--- src/rtl/if_fetch_pkg.sv ---
// Shared types and default widths for the instruction-fetch front end.
package if_fetch_pkg;

    localparam int              PC_W_DEF     = 16;
    localparam int              INSTR_W_DEF  = 16;
    localparam logic [15:0]     RESET_PC_DEF = 16'h0000;

    typedef enum logic [1:0] {
        ST_START   = 2'd0,
        ST_FETCH   = 2'd1,
        ST_HOLD    = 2'd2,
        ST_DISCARD = 2'd3
    } fetch_state_e;

endpackage

--- src/rtl/if_skid_buf.sv ---
// One-entry {instr, pc} holding buffer for a response that arrives while ID is stalled.
module if_skid_buf
    import if_fetch_pkg::*;
#(
    parameter int PC_W    = PC_W_DEF,
    parameter int INSTR_W = INSTR_W_DEF
) (
    input  logic               clk,
    input  logic               rst_n,
    input  logic               load,
    input  logic               unload,
    input  logic               clear,
    input  logic [INSTR_W-1:0] load_instr,
    input  logic [PC_W-1:0]    load_pc,
    output logic               full,
    output logic [INSTR_W-1:0] instr,
    output logic [PC_W-1:0]    pc
);

    logic               full_r;
    logic [INSTR_W-1:0] instr_r;
    logic [PC_W-1:0]    pc_r;

    // Buffer register: clear/unload empty it, load captures a new entry.
    always_ff @(posedge clk) begin
        if (!rst_n) begin
            full_r  <= 1'b0;
            instr_r <= '0;
            pc_r    <= '0;
        end else if (clear || unload) begin
            full_r  <= 1'b0;
        end else if (load) begin
            full_r  <= 1'b1;
            instr_r <= load_instr;
            pc_r    <= load_pc;
        end else begin
            full_r  <= full_r;
        end
    end

    assign full  = full_r;
    assign instr = instr_r;
    assign pc    = pc_r;

endmodule

--- src/rtl/if_fetch_unit.sv ---
// Instruction-fetch stage: owns the PC, drives the imem req/ready handshake
// and loads the IF/ID register, honouring stall and redirect.
module if_fetch_unit
    import if_fetch_pkg::*;
#(
    parameter int              PC_W     = PC_W_DEF,
    parameter int              INSTR_W  = INSTR_W_DEF,
    parameter logic [PC_W-1:0] RESET_PC = PC_W'(RESET_PC_DEF)
) (
    input  logic               CLK,
    input  logic               RST_N,
    output logic               imem_req,
    output logic [PC_W-1:0]    imem_addr,
    input  logic               imem_ready,
    input  logic [INSTR_W-1:0] imem_rdata,
    input  logic               stall,
    input  logic               redirect,
    input  logic [PC_W-1:0]    redirect_pc,
    output logic [PC_W-1:0]    pc,
    output logic               ifid_valid,
    output logic [INSTR_W-1:0] ifid_instr,
    output logic [PC_W-1:0]    ifid_pc,
    output logic [PC_W-1:0]    ifid_pc_next
);

    fetch_state_e       state_r, state_nxt_s;
    logic [PC_W-1:0]    pc_r, pc_nxt_s;
    logic [PC_W-1:0]    pend_addr_r;
    logic               pend_load_s;

    logic               ifid_valid_r;
    logic [INSTR_W-1:0] ifid_instr_r;
    logic [PC_W-1:0]    ifid_pc_r, ifid_pc_next_r;
    logic               ifid_load_s, ifid_flush_s;
    logic [INSTR_W-1:0] ifid_src_instr_s;
    logic [PC_W-1:0]    ifid_src_pc_s;

    logic               skid_load_s, skid_unload_s, skid_clear_s;
    logic               skid_full_s;
    logic [INSTR_W-1:0] skid_instr_s;
    logic [PC_W-1:0]    skid_pc_s;

    logic               req_s;
    logic [PC_W-1:0]    addr_s;

    if_skid_buf #(
        .PC_W    (PC_W),
        .INSTR_W (INSTR_W)
    ) u_skid (
        .clk        (CLK),
        .rst_n      (RST_N),
        .load       (skid_load_s),
        .unload     (skid_unload_s),
        .clear      (skid_clear_s),
        .load_instr (imem_rdata),
        .load_pc    (pc_r),
        .full       (skid_full_s),
        .instr      (skid_instr_s),
        .pc         (skid_pc_s)
    );

    // Next-state, next-PC and datapath controls; redirect outranks stall and fetch.
    always_comb begin
        state_nxt_s      = state_r;
        pc_nxt_s         = pc_r;
        pend_load_s      = 1'b0;
        ifid_load_s      = 1'b0;
        ifid_flush_s     = 1'b0;
        ifid_src_instr_s = imem_rdata;
        ifid_src_pc_s    = pc_r;
        skid_load_s      = 1'b0;
        skid_unload_s    = 1'b0;
        skid_clear_s     = 1'b0;
        req_s            = 1'b0;
        addr_s           = pc_r;
        case (state_r)
            ST_START: begin
                state_nxt_s = ST_FETCH;
                if (redirect) begin
                    pc_nxt_s     = redirect_pc;
                    ifid_flush_s = 1'b1;
                    skid_clear_s = 1'b1;
                end else begin
                    pc_nxt_s = pc_r;
                end
            end
            ST_FETCH: begin
                req_s = 1'b1;
                if (redirect) begin
                    pc_nxt_s     = redirect_pc;
                    ifid_flush_s = 1'b1;
                    skid_clear_s = 1'b1;
                    if (!imem_ready) begin
                        pend_load_s = 1'b1;
                        state_nxt_s = ST_DISCARD;
                    end else begin
                        state_nxt_s = ST_FETCH;
                    end
                end else if (imem_ready) begin
                    pc_nxt_s = pc_r + PC_W'(1);
                    if (!stall || !ifid_valid_r) begin
                        ifid_load_s = 1'b1;
                        state_nxt_s = ST_FETCH;
                    end else begin
                        skid_load_s = 1'b1;
                        state_nxt_s = ST_HOLD;
                    end
                end else begin
                    state_nxt_s = ST_FETCH;
                end
            end
            ST_HOLD: begin
                ifid_src_instr_s = skid_instr_s;
                ifid_src_pc_s    = skid_pc_s;
                if (redirect) begin
                    pc_nxt_s     = redirect_pc;
                    ifid_flush_s = 1'b1;
                    skid_clear_s = 1'b1;
                    state_nxt_s  = ST_FETCH;
                end else if (!stall && skid_full_s) begin
                    ifid_load_s   = 1'b1;
                    skid_unload_s = 1'b1;
                    state_nxt_s   = ST_FETCH;
                end else begin
                    state_nxt_s = ST_HOLD;
                end
            end
            ST_DISCARD: begin
                req_s  = 1'b1;
                addr_s = pend_addr_r;
                if (redirect) begin
                    pc_nxt_s = redirect_pc;
                end else begin
                    pc_nxt_s = pc_r;
                end
                if (imem_ready) begin
                    state_nxt_s = ST_FETCH;
                end else begin
                    state_nxt_s = ST_DISCARD;
                end
            end
            default: begin
                state_nxt_s = ST_START;
            end
        endcase
    end

    // FSM, PC and pending-address registers.
    always_ff @(posedge CLK) begin
        if (!RST_N) begin
            state_r     <= ST_START;
            pc_r        <= RESET_PC;
            pend_addr_r <= '0;
        end else begin
            state_r <= state_nxt_s;
            pc_r    <= pc_nxt_s;
            if (pend_load_s) begin
                pend_addr_r <= pc_r;
            end else begin
                pend_addr_r <= pend_addr_r;
            end
        end
    end

    // IF/ID pipeline register; payload is kept on flush, only valid drops.
    always_ff @(posedge CLK) begin
        if (!RST_N) begin
            ifid_valid_r   <= 1'b0;
            ifid_instr_r   <= '0;
            ifid_pc_r      <= '0;
            ifid_pc_next_r <= '0;
        end else if (ifid_flush_s) begin
            ifid_valid_r <= 1'b0;
        end else if (ifid_load_s) begin
            ifid_valid_r   <= 1'b1;
            ifid_instr_r   <= ifid_src_instr_s;
            ifid_pc_r      <= ifid_src_pc_s;
            ifid_pc_next_r <= ifid_src_pc_s + PC_W'(1);
        end else begin
            ifid_valid_r <= ifid_valid_r;
        end
    end

    assign imem_req     = req_s;
    assign imem_addr    = addr_s;
    assign pc           = pc_r;
    assign ifid_valid   = ifid_valid_r;
    assign ifid_instr   = ifid_instr_r;
    assign ifid_pc      = ifid_pc_r;
    assign ifid_pc_next = ifid_pc_next_r;

endmodule

--- config.mk ---
export PLATFORM = sky130hd
export DESIGN_NAME = if_fetch_unit
export DESIGN_NICKNAME = d
export VERILOG_FILES = /design/src/rtl/if_fetch_pkg.sv /design/src/rtl/if_skid_buf.sv /design/src/rtl/if_fetch_unit.sv
export SDC_FILE = /design/constraint.sdc
export NUM_CORES = 1
export LEC_CHECK = 0
export ABC_CLOCK_PERIOD_IN_PS = 2880
export CAP_MARGIN = 10
export CORE_UTILIZATION = 30
export DETAILED_ROUTE_END_ITERATION = 6
export PLACE_DENSITY_LB_ADDON = 0.1
export SYNTH_ARGS = -nofsm -noshare
export SYNTH_HDL_FRONTEND = slang
export SYNTH_SLANG_ARGS = --single-unit
--- constraint.sdc ---
create_clock -name CLK -period 2.88 [get_ports CLK]
set_input_delay 0.288 -clock CLK [delete_from_list [all_inputs] [get_ports CLK]]
set_output_delay 0.288 -clock CLK [all_outputs]
set_load 0.02 [all_outputs]
==> impl_metrics.tcl <==
set metrics [dict create \
    hp-class "primary input to flip-flop" \
    dp_slack_ps 408 \
    ff_latch_area_sq_mm 0.00232 \
    clock_latency_ps 420 \
    min_period_ps 2450 \
    grt_max_degree 53 \
    powerDensity_mw_per_mm2 590 \
    slowest_delay_ps 540 \
    reg2regPathDepth 8 \
    layout_setup_ws_ps 431 \
    nets 788 \
    drc 0 \
    relSlewSlack 0.500 \
    synth_cell_type_count 44 \
    clock_skew_ps 6.37 \
    worst-setup-path-type "flip-flop to primary output" \
    async_reset_ff_frac 0 \
    ys_warn_count 0 \
    max_cap_violations 0 \
    cts.path.max_buffers 2 \
    die_width_microns 136 \
    drtIter0Drc 218 \
    gr-total-overflow 0 \
    die_area_sq_mm 0.0184 \
    syn_area_per_cell_sq_um 8.33 \
    setup_violations 0 \
    crit_required_ps 2590 \
    ios 119 \
    crit_family "buffers and inverters" \
    cp-end-kind "primary output" \
    p_leak_nw 2.46 \
    max_freq_mhz 408 \
    ys_ff_latch 116 \
    endpoint "imem_addr[10]" \
    r2r-end "ifid_pc[4]$_SDFFE_PN0P_" \
    htreeDepth 4 \
    first_pass_iters 4 \
    postSynthCellCount 644 \
    post-dp-hpwl_mm 10.5 \
    die_h_microns 136 \
    cts_resized 0 \
    port_buffers 118 \
    peakVddDrop_mv 0.454 \
    cp_slowest_cell "clkdlybuf4s50_1" \
    antenna_found_initial 0 \
    numCtsBuffers 17 \
    drv_slew 0 \
    crit_buf_inv 2 \
    synth_flop_cell "dfxtp_1" \
    ctsRootBufferMaster "clkbuf_16" \
    drive_above_1_share 0.100 \
    rsz0062_at_grt "false" \
    cts_setup_buffers 0 \
    rows 48 \
    start_kind "flip-flop" \
    finalSetupTns_ps 0 \
    startpoint "state_r[1]$_SDFF_PN0_" \
    syn_nets 688 \
    fin_crit_sh 0.850 \
    grt_pass1_wl_mm 24.2 \
    multi_input_area_sq_mm 0.00277 \
    viasPerCell 4.83 \
    status "completed" \
    detail_route.wl_per_cell_microns 15.3 \
    arrival_ps 2160 \
    r2r-start "state_r[1]$_SDFF_PN0_" \
    cts.reportedPaths.clkPinSlew_ps 50 \
    syn_to_final_growth_pct 36.7 \
    yosysSeqAreaShare 0.433 \
    fill_cells 1667 \
    fin_util 0.422 \
    cts_tree "built" \
    routed_wl_mm 15.0 \
    cp_cell_sequence "ha_1, buf_4, mux2_2, clkdlybuf4s50_1" \
    place_congestion 0.773 \
    path_max_fanout 20 \
    diodes 0 \
    initial_core_util 0.309 \
    hold_buffers 0 \
    ant_nets 0 \
    r2r_slack_ps 510 \
    grt_use_total 0.171 \
    hold_viol 0 \
    grt_pass1_vias 4545 \
    p_total_mw 4.33 \
    synth_edf_count 0 \
    fp.coreArea_sq_mm 0.0174 \
    cts_num_sinks 116 \
    final_cell_mix "nand2_1, clkdlybuf4s50_1, dfxtp_1" \
    synth_area_sq_mm 0.00536 \
    dr_total_vias 4739 \
    cp.depth 4 \
    final_common_cell "nand2_1" \
    worst_pin_slew_ps 750 \
]
[per-stage QoR]
| step | cells | area (sq um) | hold slack [ps] |
|---|---|---|---|
| 6_report | 982 | 7330 | 440 |
| 5_1_grt | 982 | 7330 | 450 |
| 4_1_cts | 982 | 7330 | 419 |
| 3_5_place_dp | 950 | 6720 | 447 |
| 3_3_place_gp | 950 | 6720 | 438 |
| 2_1_floorplan | 644 | 5360 | 424 |
[worst register-to-register path, delay by kind of cell (launching register included)]
family                     cells  cell delay [ps]
AOI/OAI and AO/OA              2              520
adders and majority gates      1              350
buffers and inverters          2              430
DFF                            1              340
and+or+nand+nor                3              640
[area by class of cell]
class | instances | area share
inverter | 6 | 0.00324
tap | 225 | 0.0384
sequential | 116 | 0.317
clock buffer | 23 | 0.0666
multi-input combinational | 466 | 0.377
clock inverter | 9 | 0.0171
timing repair buffer | 137 | 0.181
[cell families after synthesis]
logic type | Yosys count | share of synthesized area
AOI/OAI and AO/OA | 133 | 0.153
xor gates and xnor gates | 20 | 0.0327
adders and majority gates | 7 | 0.0163
buffers and inverters | 62 | 0.0527
DFF | 116 | 0.433
muxes | 50 | 0.0977
and+or+nand+nor | 256 | 0.214
[where the power goes]
group / internal, mW / switching, mW / leakage, nW
clock network: 1.44 / 0.748 / 0.299
registers: 1.64 / 0.0513 / 0.940
logic: 0.210 / 0.227 / 1.22
[synth_stat cells (all sizes together) (7+ instances only)]
cell type / instances / share of area
o21ai: 14 / 0.013
nand2: 130 / 0.091
xnor2: 16 / 0.026
dfxtp: 116 / 0.43
nand4: 8 / 0.0093
mux2: 19 / 0.040
nand3: 27 / 0.028
nor2: 52 / 0.036
mux2i: 31 / 0.058
a211oi: 33 / 0.046
buf: 26 / 0.028
a21oi: 66 / 0.062
ha: 7 / 0.016
clkbuf: 30 / 0.021
[metal layers]
layer / GRT usage / vias to the layer above / share of wire
met5: 0 / - / 0
met2: 0.258 / 101 / 0.44
li1: - / 2431 / -
met4: 0.0662 / 0 / 0.014
met1: 0.227 / 2192 / 0.50
met3: 0.0490 / 15 / 0.051
[state kept, by name, summed over array words and instances (netlist names)]
register,flops
pc,16
u_skid.full,1
u_skid.pc,16
ifid_valid,1
pend_addr_r,16
ifid_instr,16
state_r,2
ifid_pc_next,16
ifid_pc,16
u_skid.instr,16
[worst min-delay path by stage]
stage                                             from                      endpoint  slack [ps]  cells past startpoint
after global placement    pend_addr_r[10]$_SDFFE_PN0P_  pend_addr_r[10]$_SDFFE_PN0P_         440                      2
after CTS                               redirect_pc[6]            pc[6]$_SDFFE_PN0P_         420                      3
after detailed placement  pend_addr_r[10]$_SDFFE_PN0P_  pend_addr_r[10]$_SDFFE_PN0P_         450                      2
after floorplan                          imem_rdata[0]  u_skid.instr[0]$_SDFFE_PN0P_         420                      2
after global routing                    redirect_pc[0]            pc[0]$_SDFFE_PN0P_         450                      3
final                                   redirect_pc[6]            pc[6]$_SDFFE_PN0P_         440                      3
(Power assumes the default switching activity.)
==> RTL change (config.mk and constraints unchanged) <==
`INSTR_W_DEF`: 16 -> 20.
--- a/src/rtl/if_fetch_pkg.sv
+++ b/src/rtl/if_fetch_pkg.sv
@@ -4,3 +4,3 @@
     localparam int              PC_W_DEF     = 16;
-    localparam int              INSTR_W_DEF  = 16;
+    localparam int              INSTR_W_DEF  = 20;
     localparam logic [15:0]     RESET_PC_DEF = 16'h0000;
Interface: changed (resized ifid_instr and imem_rdata); port bits go from 119 to 127. No check against the original RTL was run, so the function may have changed too.
==> RTL change against the original RTL <==
Final area increased by 5.9%. Largest cell class unchanged. Fmax decreased by 3.7%. Critical path depth increased by 5. Total power increased by 7.8%. Area after synthesis increased by 5.9%. Setup slack got worse by 0.094 ns. Routed wire length increased by 6.3%. Sequential cell count increased by 8. Critical path type is now register to register.
==> RTL change: results (changes against the original RTL) <==
Worst Hold End: u_skid.instr[14] (was pc[6])
Vias per cell: 4.89 (was 4.83)
Worst-Skew Late Latency: 0.43 ns
Slowest-stage cell, CP: or4_1 (was clkdlybuf4s50_1)
ANT cells: 0 (unchanged)
Vias: 5001 (was 4739)
CTS H-tree depth: 4 (unchanged)
Worst R2R Setup Slack: 0.34 ns (was 0.51 ns)
Crit path largest cell delay: 0.53 ns
# placed instances: 990 (was 950)
First-pass GRT wire length: 26000 um (was 24200 um)
Post-Synthesis Cells: 677 (was 644)
Static leakage power: 2.56 nW (was 2.46 nW)
Worst Hold Margin: 0.440 ns (about the same)
Fin Clk Skew: 0.0322 ns (was 0.00637 ns)
Total iterations of the first detailed-routing run: 4 (unchanged)
Hold Crit Class: input pin to register (unchanged)
Total track usage: 0.169 (was 0.171)
Max clock buf depth: 2 (unchanged)
Vias in the first global route: 4864 (was 4545)
CP max FO: 7 (was 20)
Warnings, synthesis: 0 (unchanged)
Post-synthesis async set-or-reset flop share: 0 (unchanged)
Port bufs: 126 (was 118)
Sequential share of the synthesized area: 0.437 (was 0.433)
Largest net degree at the start of global routing: 84 (was 53)
Synth cell types: 44 (unchanged)
Crit path from: state_r[0] (was state_r[1])
Reg2reg path depth: 9 (was 8)
Layout cells sized above 1: 0.102 (was 0.100)
Setup Buffers After CTS: 0 (unchanged)
Fin nets: 828 (was 788)
Slew headroom: 0.549 (was 0.500)
CTS resizes: 0 (unchanged)
Top cells by count, synth: nand2_1 (133), dfxtp_1 (124), a21oi_1 (70) (was nand2_1 (130), dfxtp_1 (116), a21oi_1 (66))
Worst EP arrival: 2.84 ns (was 2.16 ns)
Final WL: 15900 um (was 15000 um)
Min-Delay Startpoint: imem_rdata[14] (was redirect_pc[6])
DP HPWL: 10900 um (was 10500 um)
Crit Reg-Reg Endpoint: ifid_pc_next[12] (was ifid_pc[4])
VDD IR max: 0.000415 V (was 0.000454 V)
1st-iter DRT viols: 209 (was 218)
Ranking of synthesized cells by area: dfxtp_1 (44%), nand2_1 (8.8%), a21oi_1 (6.2%) (was dfxtp_1 (43%), nand2_1 (9.1%), a21oi_1 (6.2%))
Delay-heaviest family, CP: simple AND/OR/NAND/NOR gates (was buffers and inverters)
WHS Path Cells: 3 (unchanged)
Syn Nets: 725 (was 688)
Initial antenna violation count: 0 (unchanged)
Outcome: finished clean (unchanged)
Placer congestion estimate: 0.787 (was 0.773)
Clock root cell: clkbuf_16 (unchanged)
Clock slew at reported path FFs: 0.06 ns
Inserted Clock Buffers: 17 (unchanged)
==> RTL change: cell types whose count changed after synthesis, moves of 5 or more <==
cell	change
and2_1	-5
xnor2_1	-5
a211oi_1	+6
nor2_1	+10
dfxtp_1	+8
==> RTL change: metal layers <==
metal / vias to the layer above / wire [um] / GRT usage
met4: 0 / 74 / 0.0613
met3: 4 / 894 / 0.0575
met1: 2314 / 7770 / 0.224
met2: 123 / 7190 / 0.254
met5: - / 0 / 0
li1: 2560 / - / -
==> RTL change: area by class of cell <==
| class | instances | area [sq um] |
|---|---|---|
| Timing Repair Buffer | 143 | 1400 |
| Sequential cell | 124 | 2480 |
| Multi-Input combinational cell | 486 | 2900 |
| Clock inverter | 13 | 215 |
| Clock buffer | 19 | 453 |
| Fill cell | 1843 | 10500 |
| Tap cell | 229 | 287 |
| Inverter | 8 | 31.3 |
==> RTL change: how the worst max path moves through the flow <==
stage / end / cells past startpoint
2_1_floorplan: ifid_pc_next[12] / 12
3_3_place_gp: ifid_pc_next[12] / 9
3_5_place_dp: ifid_pc_next[12] / 9
4_1_cts: ifid_pc_next[12] / 9
5_1_grt: ifid_pc_next[12] / 9
6_report: ifid_pc_next[12] / 9
==> RTL change: power breakdown <==
part	internal [mW]	leakage, nW	switching, mW
clock network	1.58	0.312	0.800
logic	0.218	1.24	0.249
registers	1.76	1.01	0.0564
total	3.56	2.56	1.11
==> RTL change: logic make-up after synthesis <==
group	share of synthesized area
muxes	0.0941
adders and majority gates	0.0154
xor gates and xnor gates	0.0293
and+or+nand+nor	0.216
buffers and inverters	0.0551
AOI/OAI and AO/OA	0.153
DFF	0.437
==> RTL change: through the flow <==
step           setup slack (ns)  cell area (sq um)
2_1_floorplan             0.209               5680
3_3_place_gp              0.419               7100
3_5_place_dp              0.365               7100
4_1_cts                   0.360               7760
5_1_grt                   0.193               7760
6_report                  0.337               7760
==> RTL change: worst min-delay path, delay by kind of cell <==
family	cells	cell delay, ns
compound gates	1	0.05
simple gates	1	0.06
buf+inv	1	0.42
